===== config.mk =====
export PLATFORM = sky130hd
export DESIGN_NAME = upg_frame_loader
export DESIGN_NICKNAME = d
export VERILOG_FILES = /design/src/rtl/upg_frame_loader.sv
export SDC_FILE = /design/constraint.sdc
export NUM_CORES = 1
export LEC_CHECK = 0
export CORE_AREA = 2 2 100 102
export CTS_CLUSTER_SIZE = 20
export DETAILED_ROUTE_END_ITERATION = 8
export DIE_AREA = 0 0 102 104
export DONT_BUFFER_PORTS = 1
export HOLD_SLACK_MARGIN = 0.08
export PLACE_DENSITY_LB_ADDON = 0.3
export RECOVER_POWER = 25
export SLEW_MARGIN = 30
export SYNTH_ARGS = -nofsm -noshare
export SYNTH_HDL_FRONTEND = slang
export SYNTH_SLANG_ARGS = --single-unit

===== constraint.sdc =====
create_clock -name upg_clk_i -period 4.54 [get_ports upg_clk_i]
set_clock_uncertainty 0.15 [all_clocks]
set_input_delay 0.454 -clock upg_clk_i [delete_from_list [all_inputs] [get_ports upg_clk_i]]
set_output_delay 0.454 -clock upg_clk_i [all_outputs]
set_load 0.01 [all_outputs]

===== src/rtl/upg_frame_loader.sv =====
// Purpose : parses framed download packets from a UART byte stream and issues word writes to a selected memory.
// Latency : wen_o fires the cycle after the last byte of a word; the response goes valid the cycle after the frame ends.
// Backpr. : none on rx (one byte per strobe, no stall); tx_valid_o/tx_data_o are held until tx_ready_i.
//
// Frame   : SYNC_BYTE, target index, count lo, count hi, then count words of DATA_W/8 bytes, LSB first.
// Option  : define UPG_LOADER_CSUM_EN to require a trailing 8-bit additive checksum byte
//           (sum of target byte through last payload byte).
// Ports   : upg_clk_i/upg_rst_i      clock, async active-high reset
//           rx_data_i/rx_valid_i     received byte and its one-cycle strobe
//           wen_o/addr_o/data_o/tgt_o word write strobe, word address, word, one-hot target
//           done_o/err_o             one-cycle pulse on ACK / NAK
//           busy_o                   high while a frame or its response is in progress
//           tx_data_o/tx_valid_o/tx_ready_i  response byte (55 ACK, EE NAK) handshake
module upg_frame_loader #(
    parameter int unsigned DATA_W      = 32,
    parameter int unsigned ADDR_W      = 14,
    parameter int unsigned NUM_TARGETS = 2,
    parameter logic [7:0]  SYNC_BYTE   = 8'hA5,
    parameter int unsigned TIMEOUT_CYC = 1000000
) (
    input  logic                   upg_clk_i,
    input  logic                   upg_rst_i,
    input  logic [7:0]             rx_data_i,
    input  logic                   rx_valid_i,
    output logic                   wen_o,
    output logic [ADDR_W-1:0]      addr_o,
    output logic [DATA_W-1:0]      data_o,
    output logic [NUM_TARGETS-1:0] tgt_o,
    output logic                   done_o,
    output logic                   err_o,
    output logic                   busy_o,
    output logic [7:0]             tx_data_o,
    output logic                   tx_valid_o,
    input  logic                   tx_ready_i
);

    localparam int unsigned BPW    = DATA_W / 8;
    localparam int unsigned BIDX_W = (BPW > 1) ? $clog2(BPW) : 1;
    localparam int unsigned TMO_W  = $clog2(TIMEOUT_CYC + 1);

    localparam logic [BIDX_W-1:0] LAST_BYTE = BIDX_W'(BPW - 1);
    localparam logic [TMO_W-1:0]  TMO_LAST  = TMO_W'(TIMEOUT_CYC - 1);
    localparam logic [7:0]        NUM_TGT_B = 8'(NUM_TARGETS);
    localparam logic [7:0]        ACK_BYTE  = 8'h55;
    localparam logic [7:0]        NAK_BYTE  = 8'hEE;

    typedef enum logic [2:0] {
        S_IDLE,
        S_TGT,
        S_LEN_LO,
        S_LEN_HI,
        S_DATA,
`ifdef UPG_LOADER_CSUM_EN
        S_CSUM,
`endif
        S_RESP
    } state_t;

    state_t              state, state_nx;
    logic [7:0]          len_lo;
    logic [15:0]         len;
    logic [15:0]         word_cnt;
    logic [BIDX_W-1:0]   byte_idx;
    logic [TMO_W-1:0]    tmo_cnt;
`ifdef UPG_LOADER_CSUM_EN
    logic [7:0]          csum;
`endif

    logic go_resp;
    logic resp_ack;
    logic byte_acc;
    logic in_frame;
    logic tmo_hit;
    logic last_byte;

    always_ff @(posedge upg_clk_i or posedge upg_rst_i) begin
        if (upg_rst_i) begin
            state <= S_IDLE;
        end else begin
            state <= state_nx;
        end
    end

    always_comb begin
        state_nx  = state;
        go_resp   = 1'b0;
        resp_ack  = 1'b0;
        byte_acc  = 1'b0;
        in_frame  = (state != S_IDLE) && (state != S_RESP);
        // A byte arriving on the expiry cycle wins over the timeout.
        tmo_hit   = in_frame && !rx_valid_i && (tmo_cnt == TMO_LAST);
        last_byte = (byte_idx == LAST_BYTE);

        case (state)
            S_IDLE: begin
                if (rx_valid_i && (rx_data_i == SYNC_BYTE)) state_nx = S_TGT;
            end
            S_TGT: begin
                if (rx_valid_i) begin
                    if (rx_data_i >= NUM_TGT_B) go_resp = 1'b1;
                    else                        state_nx = S_LEN_LO;
                end
            end
            S_LEN_LO: begin
                if (rx_valid_i) state_nx = S_LEN_HI;
            end
            S_LEN_HI: begin
                if (rx_valid_i) begin
                    if ({rx_data_i, len_lo} == 16'd0) begin
`ifdef UPG_LOADER_CSUM_EN
                        state_nx = S_CSUM;
`else
                        go_resp  = 1'b1;
                        resp_ack = 1'b1;
`endif
                    end else begin
                        state_nx = S_DATA;
                    end
                end
            end
            S_DATA: begin
                // word_cnt == len only in the write cycle of the final word:
                // leave once that strobe is out and drop any stray byte.
                if (word_cnt == len) begin
                    go_resp  = 1'b1;
                    resp_ack = 1'b1;
                end else if (rx_valid_i) begin
                    byte_acc = 1'b1;
`ifdef UPG_LOADER_CSUM_EN
                    // Move on immediately so a checksum byte sent back-to-back
                    // with the final write strobe is not lost.
                    if (last_byte && (word_cnt + 16'd1 == len)) state_nx = S_CSUM;
`endif
                end
            end
`ifdef UPG_LOADER_CSUM_EN
            S_CSUM: begin
                if (rx_valid_i) begin
                    go_resp  = 1'b1;
                    resp_ack = (rx_data_i == csum);
                end
            end
`endif
            S_RESP: begin
                if (tx_ready_i) state_nx = S_IDLE;
            end
            default: state_nx = S_IDLE;
        endcase

        if (tmo_hit) begin
            go_resp  = 1'b1;
            resp_ack = 1'b0;
        end
        if (go_resp) state_nx = S_RESP;
    end

    always_ff @(posedge upg_clk_i or posedge upg_rst_i) begin
        if (upg_rst_i) begin
            wen_o      <= 1'b0;
            addr_o     <= '0;
            data_o     <= '0;
            tgt_o      <= '0;
            done_o     <= 1'b0;
            err_o      <= 1'b0;
            tx_data_o  <= 8'h00;
            tx_valid_o <= 1'b0;
            len_lo     <= 8'h00;
            len        <= 16'd0;
            word_cnt   <= 16'd0;
            byte_idx   <= '0;
            tmo_cnt    <= '0;
`ifdef UPG_LOADER_CSUM_EN
            csum       <= 8'h00;
`endif
        end else begin
            wen_o  <= 1'b0;
            done_o <= 1'b0;
            err_o  <= 1'b0;

            if (!in_frame || rx_valid_i) tmo_cnt <= '0;
            else                         tmo_cnt <= tmo_cnt + 1'b1;

            if ((state == S_TGT) && rx_valid_i && (rx_data_i < NUM_TGT_B))
                tgt_o <= NUM_TARGETS'(1) << rx_data_i;

            if ((state == S_LEN_LO) && rx_valid_i) len_lo <= rx_data_i;

            if ((state == S_LEN_HI) && rx_valid_i) begin
                len      <= {rx_data_i, len_lo};
                word_cnt <= 16'd0;
                byte_idx <= '0;
                addr_o   <= '0;
            end else if (wen_o) begin
                // Address advances after the write cycle so addr_o is stable during it.
                addr_o <= addr_o + 1'b1;
            end

            if (byte_acc) begin
                data_o[{byte_idx, 3'b000} +: 8] <= rx_data_i;
                if (last_byte) begin
                    byte_idx <= '0;
                    word_cnt <= word_cnt + 16'd1;
                    wen_o    <= 1'b1;
                end else begin
                    byte_idx <= byte_idx + 1'b1;
                end
            end

`ifdef UPG_LOADER_CSUM_EN
            if (state == S_IDLE)
                csum <= 8'h00;
            else if (rx_valid_i && ((state == S_TGT) || (state == S_LEN_LO) ||
                                    (state == S_LEN_HI) || byte_acc))
                csum <= csum + rx_data_i;
`endif

            if (go_resp) begin
                tx_valid_o <= 1'b1;
                tx_data_o  <= resp_ack ? ACK_BYTE : NAK_BYTE;
                done_o     <= resp_ack;
                err_o      <= !resp_ack;
            end else if ((state == S_RESP) && tx_ready_i) begin
                tx_valid_o <= 1'b0;
            end
        end
    end

    assign busy_o = (state != S_IDLE);

endmodule

==> impl_metrics.env, run 1 <==
export IMPL_crit_required_ns=4.82
export IMPL_die_w_um=102
export IMPL_ys_ff_latch=120
export IMPL_clk_latency_ns=0.53
export IMPL_cts_root_buf="clkbuf_8"
export IMPL_synth_area_sq_um=5961
export IMPL_ys_warnings_count=0
export IMPL_core_area_sq_um=9549
export IMPL_grt_pass1_wl_mm=22.01
export IMPL_cts_htree_levels=4
export IMPL_io_buffers=0
export IMPL_top_usage_layer="met2"
export IMPL_maxCapViolCount=0
export IMPL_max_vdd_ir_drop_mv=0.3059
export IMPL_cp_max_fo=12
export IMPL_p_leak_nw=3.643
export IMPL_fin_tns_setup_ns=0
export IMPL_synth_ff_type="dfrtp_1"
export IMPL_cts_resized=0
export IMPL_hold_worst_slack_ns=0.1236
export IMPL_crit_chain="xor2_1, nor4_1, nand4_1, buf_4, nand3_2, mux2i_1"
export IMPL_multiInputGateArea_sq_um=2659
export IMPL_grt_pass1_vias=4424
export IMPL_place_congestion=0.8327
export IMPL_powerDensity_nw_per_um2=441.5
export IMPL_seqCellArea_sq_um=3003
export IMPL_dp_hpwl_mm=8.305
export IMPL_grt_use_met3_pct=8.804
export IMPL_clk_pin_slew_ns=0.06
export IMPL_utilization_pct=70.75
export IMPL_use_met2_pct=41.73
export IMPL_grt_overflow_total=0
export IMPL_worst_slew_margin_rel_pct=35.52
export IMPL_synth_edf_count=0
export IMPL_antenna_found_initial=0
export IMPL_min_period_over_period_pct=55.26
export IMPL_worstSetupStartpointType="register"
export IMPL_report_final_setup_viol=0
export IMPL_cp_slowest_stage_delay_ns=0.47
export IMPL_areaGrowthSynthToFinish_pct=13.35
export IMPL_drt_iter0_drc=250
export IMPL_drt_wl_total_mm=13.15
export IMPL_cts_tree="built"
export IMPL_routedWlPerCell_um=17.44
export IMPL_insertedDiodeCount=0
export IMPL_rows=36
export IMPL_synth_avg_cell_area_sq_um=9.902
export IMPL_cts_path_max_buffers=2
export IMPL_dieArea_sq_um=10610
export IMPL_postSynth_asyncResetShare_pct=100.0
export IMPL_endpoint_kind="register"
export IMPL_numCtsBuffers=17
export IMPL_placed_cells=711
export IMPL_outcome="finished clean"
export IMPL_worst_pin_slew_ns=0.9599
export IMPL_fill_cells=697
export IMPL_grt_max_degree=92
export IMPL_vias_per_cell=5.756
export IMPL_total_power_mw=2.983
export IMPL_drive_gt1_share_pct=10.14
export IMPL_path_class="register to register"
export IMPL_worst_path_max_delay_cell="nand4_1"
export IMPL_ant_nets=0
export IMPL_yosysUniqueCellTypes=53
export IMPL_max_freq_mhz=398.6
export IMPL_pin_count=73
export IMPL_syn_inst=602
export IMPL_start_util_pct=62.42
export IMPL_nets=630
export IMPL_num_vias=4340
export IMPL_use_met1_pct=33.59
export IMPL_cp_arrival_ns=2.79
export IMPL_drcViolationCount=0
export IMPL_rsz0062_at_grt="false"
export IMPL_hold_path_class="primary input to register"
export IMPL_syn_num_nets=623
export IMPL_stdcell_count=754
export IMPL_finalHoldViolCount=0
export IMPL_grt_usage_pct=26.75
export IMPL_drt_first_pass_iters=5
export IMPL_cts_sinks=120
export IMPL_ys_seq_area_share_pct=50.38
export IMPL_fin_crit_ns=2.509
export IMPL_die_h_um=104
export IMPL_drv_slew=0
## sequential cells by signal, summed over array words and instances, names as in the netlist
register    flops
len_lo          8
tx_valid_o      1
state           3
byte_idx        2
err_o           1
tmo_cnt        20
tx_data_o       3
word_cnt       16
len            16
done_o          1
wen_o           1
data_o         32
tgt_o           2
addr_o         14
## metal layers
metal / vias to the layer above / routed length [um]
met2: 145 / 6479
met1: 2135 / 5445
met5: - / 0
met3: 30 / 800
met4: 0 / 425
li1: 2030 / -
## worst max-delay path: cells and delay by family (launching register included)
family	cells	cell delay [ns]
mux	1	0.24
simple gates	3	1.06
buf+inv	1	0.37
flops	1	0.44
xor+xnor	1	0.16
## layout make-up
class	instances	area share [%]
clock inverters	12	2.611
clock buffers	19	6.389
well taps	133	2.463
inverters	44	2.519
flip-flops and latches	120	44.44
repair buffers	16	2.222
multi-input cells	410	39.35
## metrics by stage
stage               cell area, sq um  setup WS, ns
floorplan                       5961        0.7502
global placement                6021         2.135
detailed placement              6028         2.012
CTS                             6756         2.037
global route                    6756         1.780
finish                          6756         2.031
## timing repair
item / 4_1_cts / 5_1_grt
setup buffers: 0 / 0
hold buffers: 12 / 0
hold endpoints to repair: 143 / 0
setup endpoints to repair: 0 / 0
## cells in the mapped netlist, drive strengths merged, types with 5 or more instances
library cell / n / area [sq um]
buf: 15 / 88.83
nand2b: 6 / 37.54
or3: 9 / 56.30
and3: 10 / 62.56
nor3: 7 / 40.04
a21o: 5 / 37.54
nor2: 39 / 153.9
a21oi: 11 / 55.05
ha: 9 / 112.6
nand3: 25 / 145.1
nor4: 9 / 92.59
nand4: 17 / 118.9
inv: 44 / 165.2
xor2: 35 / 306.5
mux2: 9 / 105.1
mux2i: 45 / 450.4
and2: 7 / 43.80
nand2: 116 / 435.4
o21ai: 10 / 50.05
clkbuf: 13 / 50.04
dfrtp: 120 / 3003
xnor2: 7 / 61.31
## final timing paths
check / end / depth (start not counted) / slack [ns] / start
min in group asynchronous: data_o[23]$_DFFE_PP0P_ / 2 / 0.44 / upg_rst_i
max: data_o[6]$_DFFE_PP0P_ / 6 / 2.03 / word_cnt[6]$_DFF_PP0_
max reg2reg: data_o[6]$_DFFE_PP0P_ / 6 / 2.03 / word_cnt[6]$_DFF_PP0_
min reg2reg: len[3]$_DFFE_PP0P_ / 2 / 0.34 / len_lo[3]$_DFFE_PP0P_
max in group asynchronous: len[12]$_DFFE_PP0P_ / 3 / 2.84 / upg_rst_i
min: state[1]$_DFFE_PP0P_ / 3 / 0.12 / rx_valid_i
## cell usage in the layout (no fill, tap or decap), drive strengths merged, types with 6 or more instances in the layout
master,n
dfrtp,120
nand2,116
mux2i,45
inv,44
nor2,39
xor2,35
nand3,25
clkbuf,19
nand4,17
dlygate4sd3,12
a21oi,11
and3,10
o21ai,10
or3,9
ha,9
mux2,9
nor4,9
xnor2,7
nor3,7
and2,7
nand2b,6
## where the power goes
part	internal [mW]	leakage, nW	switching [mW]	total (mW)
clock network	0.900	0.282	0.479	1.38
logic	0.123	1.95	0.246	0.369
registers	1.13	1.41	0.106	1.23
total	2.15	3.64	0.830	2.98
## kinds of logic after synthesis
logic type,share of synthesized area (%)
XOR/XNOR,6.171
flip-flops,50.38
adder cells (fa/ha/maj),1.889
buffers and inverters,5.100
multiplexers,9.320
AND/OR/NAND/NOR,22.65
AO/OA/AOI/OAI,4.492
(Power assumes the default switching activity.)
==> inputs of run 2 (changes only) <==
- clock period: 4.54 -> 2.6 ns (I/O delays scaled with it)
==> run 2 against run 1 <==
  * Global-route usage grew 0.21 points
  * Register-to-register slack lost 1.7 ns
  * Critical endpoint is now tgt_o[0]$_DFFE_PP0P_
  * Utilization grew 0.73 points
  * Wire length grew 0.86%
  * Via count shrank 0.14%
  * Combinational power grew 95%
  * First-iteration DRC count shrank 2.8%
  * Critical path depth grew 1
  * Largest power group unchanged
  * Sequential share of layout area shrank 0.46 points
  * Highest routed layer unchanged
  * Hold slack gained 0.0068 ns
==> impl_metrics.env, run 2 (same netlist as run 1, synthesis figures left out) <==
export IMPL_drv_slew=0
export IMPL_grt_overflow_total=0
export IMPL_io_buffers=0
export IMPL_drive_gt1_share_pct=11.25
export IMPL_cts_htree_levels=4
export IMPL_clk_latency_ns=0.53
export IMPL_cts_root_buf="clkbuf_8"
export IMPL_hold_worst_slack_ns=0.1303
export IMPL_worst_slack_ns=0.08939
export IMPL_cp_slowest_stage_delay_ns=0.70
export IMPL_grt_max_degree=55
export IMPL_rr_startpoint="word_cnt[6]$_DFF_PP0_"
export IMPL_drt_iter0_drc=243
export IMPL_fill_cells=676
export IMPL_cts_path_max_buffers=2
export IMPL_die_h_um=104
export IMPL_ant_nets=0
export IMPL_die_w_um=102
export IMPL_crit_required_ns=2.86
export IMPL_top_usage_layer="met2"
export IMPL_regMostFlops="data_o"
export IMPL_worst_slew_margin_rel_pct=27.85
export IMPL_use_met1_pct=33.79
export IMPL_pin_count=73
export IMPL_drt_first_pass_iters=5
export IMPL_crit_start="rx_data_i[1]"
export IMPL_grt_use_met3_pct=9.005
export IMPL_reg_top3="data_o (32), tmo_cnt (20)"
export IMPL_cp_arrival_ns=2.78
export IMPL_cpMostUsedCell="dlygate4sd3_1"
export IMPL_maxCapViolCount=0
export IMPL_dieArea_sq_um=10610
export IMPL_place_congestion=0.8584
export IMPL_max_freq_mhz=398.3
export IMPL_drt_wl_total_mm=13.26
export IMPL_crit_chain="dlygate4sd3_1, or4_4, nor4_4, nand4_2, nand2_1, o21ai_0, dlygate4sd3_1"
export IMPL_min_delay_start="rx_data_i[6]"
export IMPL_worst_pin_slew_ns=1.076
export IMPL_dp_hpwl_mm=8.491
export IMPL_utilization_pct=71.49
export IMPL_clk_pin_slew_ns=0.06
export IMPL_grt_usage_pct=26.97
export IMPL_vias_per_cell=5.673
export IMPL_largest_register_ffs=32
export IMPL_layout_common_cells="dfrtp_1 (120), nand2_1 (116), mux2i_1 (45)"
export IMPL_finalHoldViolCount=0
export IMPL_layout_commonest_cell="dfrtp_1"
export IMPL_rows=36
export IMPL_report_final_setup_viol=0
export IMPL_grt_pass1_vias=4448
export IMPL_cp_max_fo=7
export IMPL_outcome="finished clean"
export IMPL_antenna_found_initial=0
export IMPL_seqCellArea_sq_um=3003
export IMPL_cts_tree="built"
export IMPL_worst_path_max_delay_cell="dlygate4sd3_1"
export IMPL_nets=639
export IMPL_powerDensity_nw_per_um2=779.4
export IMPL_min_period_over_period_pct=96.56
export IMPL_insertedDiodeCount=0
export IMPL_dpl_worst_slack_ns=0.4218
export IMPL_use_met2_pct=42.39
export IMPL_num_vias=4334
export IMPL_cts_sinks=120
export IMPL_areaGrowthSynthToFinish_pct=14.53
export IMPL_max_vdd_ir_drop_mv=0.5726
export IMPL_multiInputGateArea_sq_um=2654
export IMPL_numCtsBuffers=17
export IMPL_p_leak_nw=3.705
export IMPL_routedWlPerCell_um=17.36
export IMPL_hold_path_class="primary input to register"
export IMPL_drcViolationCount=0
export IMPL_fin_crit_ns=2.511
export IMPL_rsz0062_at_grt="false"
export IMPL_path_class="primary input to register"
export IMPL_fin_tns_setup_ns=0
export IMPL_core_area_sq_um=9549
export IMPL_start_util_pct=62.42
export IMPL_worstSetupStartpointType="primary input"
export IMPL_endpoint_kind="register"
export IMPL_grt_pass1_wl_mm=21.96
## run 2: cell types whose count changed in the layout (fill, tap and decap cells not counted), sizes merged
cell	before	now
buf	4	11
clkbuf	19	23
clkinvlp	5	4
dlygate4sd3	12	11
dlymetal6s4s	0	1
## run 2: final cells by class
cell class,count,area share (%)
clock inverter,11,2.493
clock buffer,21,6.580
tap,133,2.438
timing repair buffer,25,3.189
multi-input combinational,410,38.87
inverter,44,2.438
sequential,120,43.99
## run 2: stage by stage
| step | power, mW | area, sq um | instances |
|---|---|---|---|
| after global routing | 5.534 | 6827 | 764 |
| after detailed placement | 2.847 | 6100 | 718 |
| final | 5.321 | 6827 | 764 |
| after global placement | 2.806 | 6100 | 718 |
| after CTS | 5.348 | 6839 | 762 |
| after floorplan | 2.679 | 5964 | 602 |
## run 2: where the power goes
part / internal, mW / total [mW] / switching (mW) / leakage, nW
registers: 1.97 / 2.16 / 0.184 / 1.41
clock network: 1.61 / 2.45 / 0.838 / 0.295
logic: 0.256 / 0.719 / 0.463 / 2.00
## run 2: routing by layer
layer	vias up	wire, um
met4	0	307
met2	121	6608
met1	2136	5568
met5	-	0
met3	32	778
li1	2045	-
## run 2: path summary, 6_finish.rpt
| kind | slack, ns | depth (start not counted) | to |
|---|---|---|---|
| max | 0.09 | 7 | tgt_o[0]$_DFFE_PP0P_ |
| max reg2reg | 0.37 | 6 | word_cnt[0]$_DFF_PP0_ |
| min | 0.13 | 3 | len[14]$_DFFE_PP0P_ |
| max in group asynchronous | 0.50 | 3 | addr_o[0]$_DFFE_PP0P_ |
| min reg2reg | 0.34 | 2 | len[5]$_DFFE_PP0P_ |
| min in group asynchronous | 0.25 | 2 | tmo_cnt[12]$_DFF_PP0_ |
## run 2: worst max-delay path: cells and delay by family
kind,cells,cell delay [ns]
AO/OA/AOI/OAI,1,0.08
buffers and inverters,2,1.27
AND/OR/NAND/NOR,4,1.16
## run 2: what timing repair did
action	in CTS	in global routing
hold buffers	12	0
gates resized for setup	0	1
endpoints found under the hold margin	193	0
buffers inserted	0	2
endpoints found under the setup margin	0	1
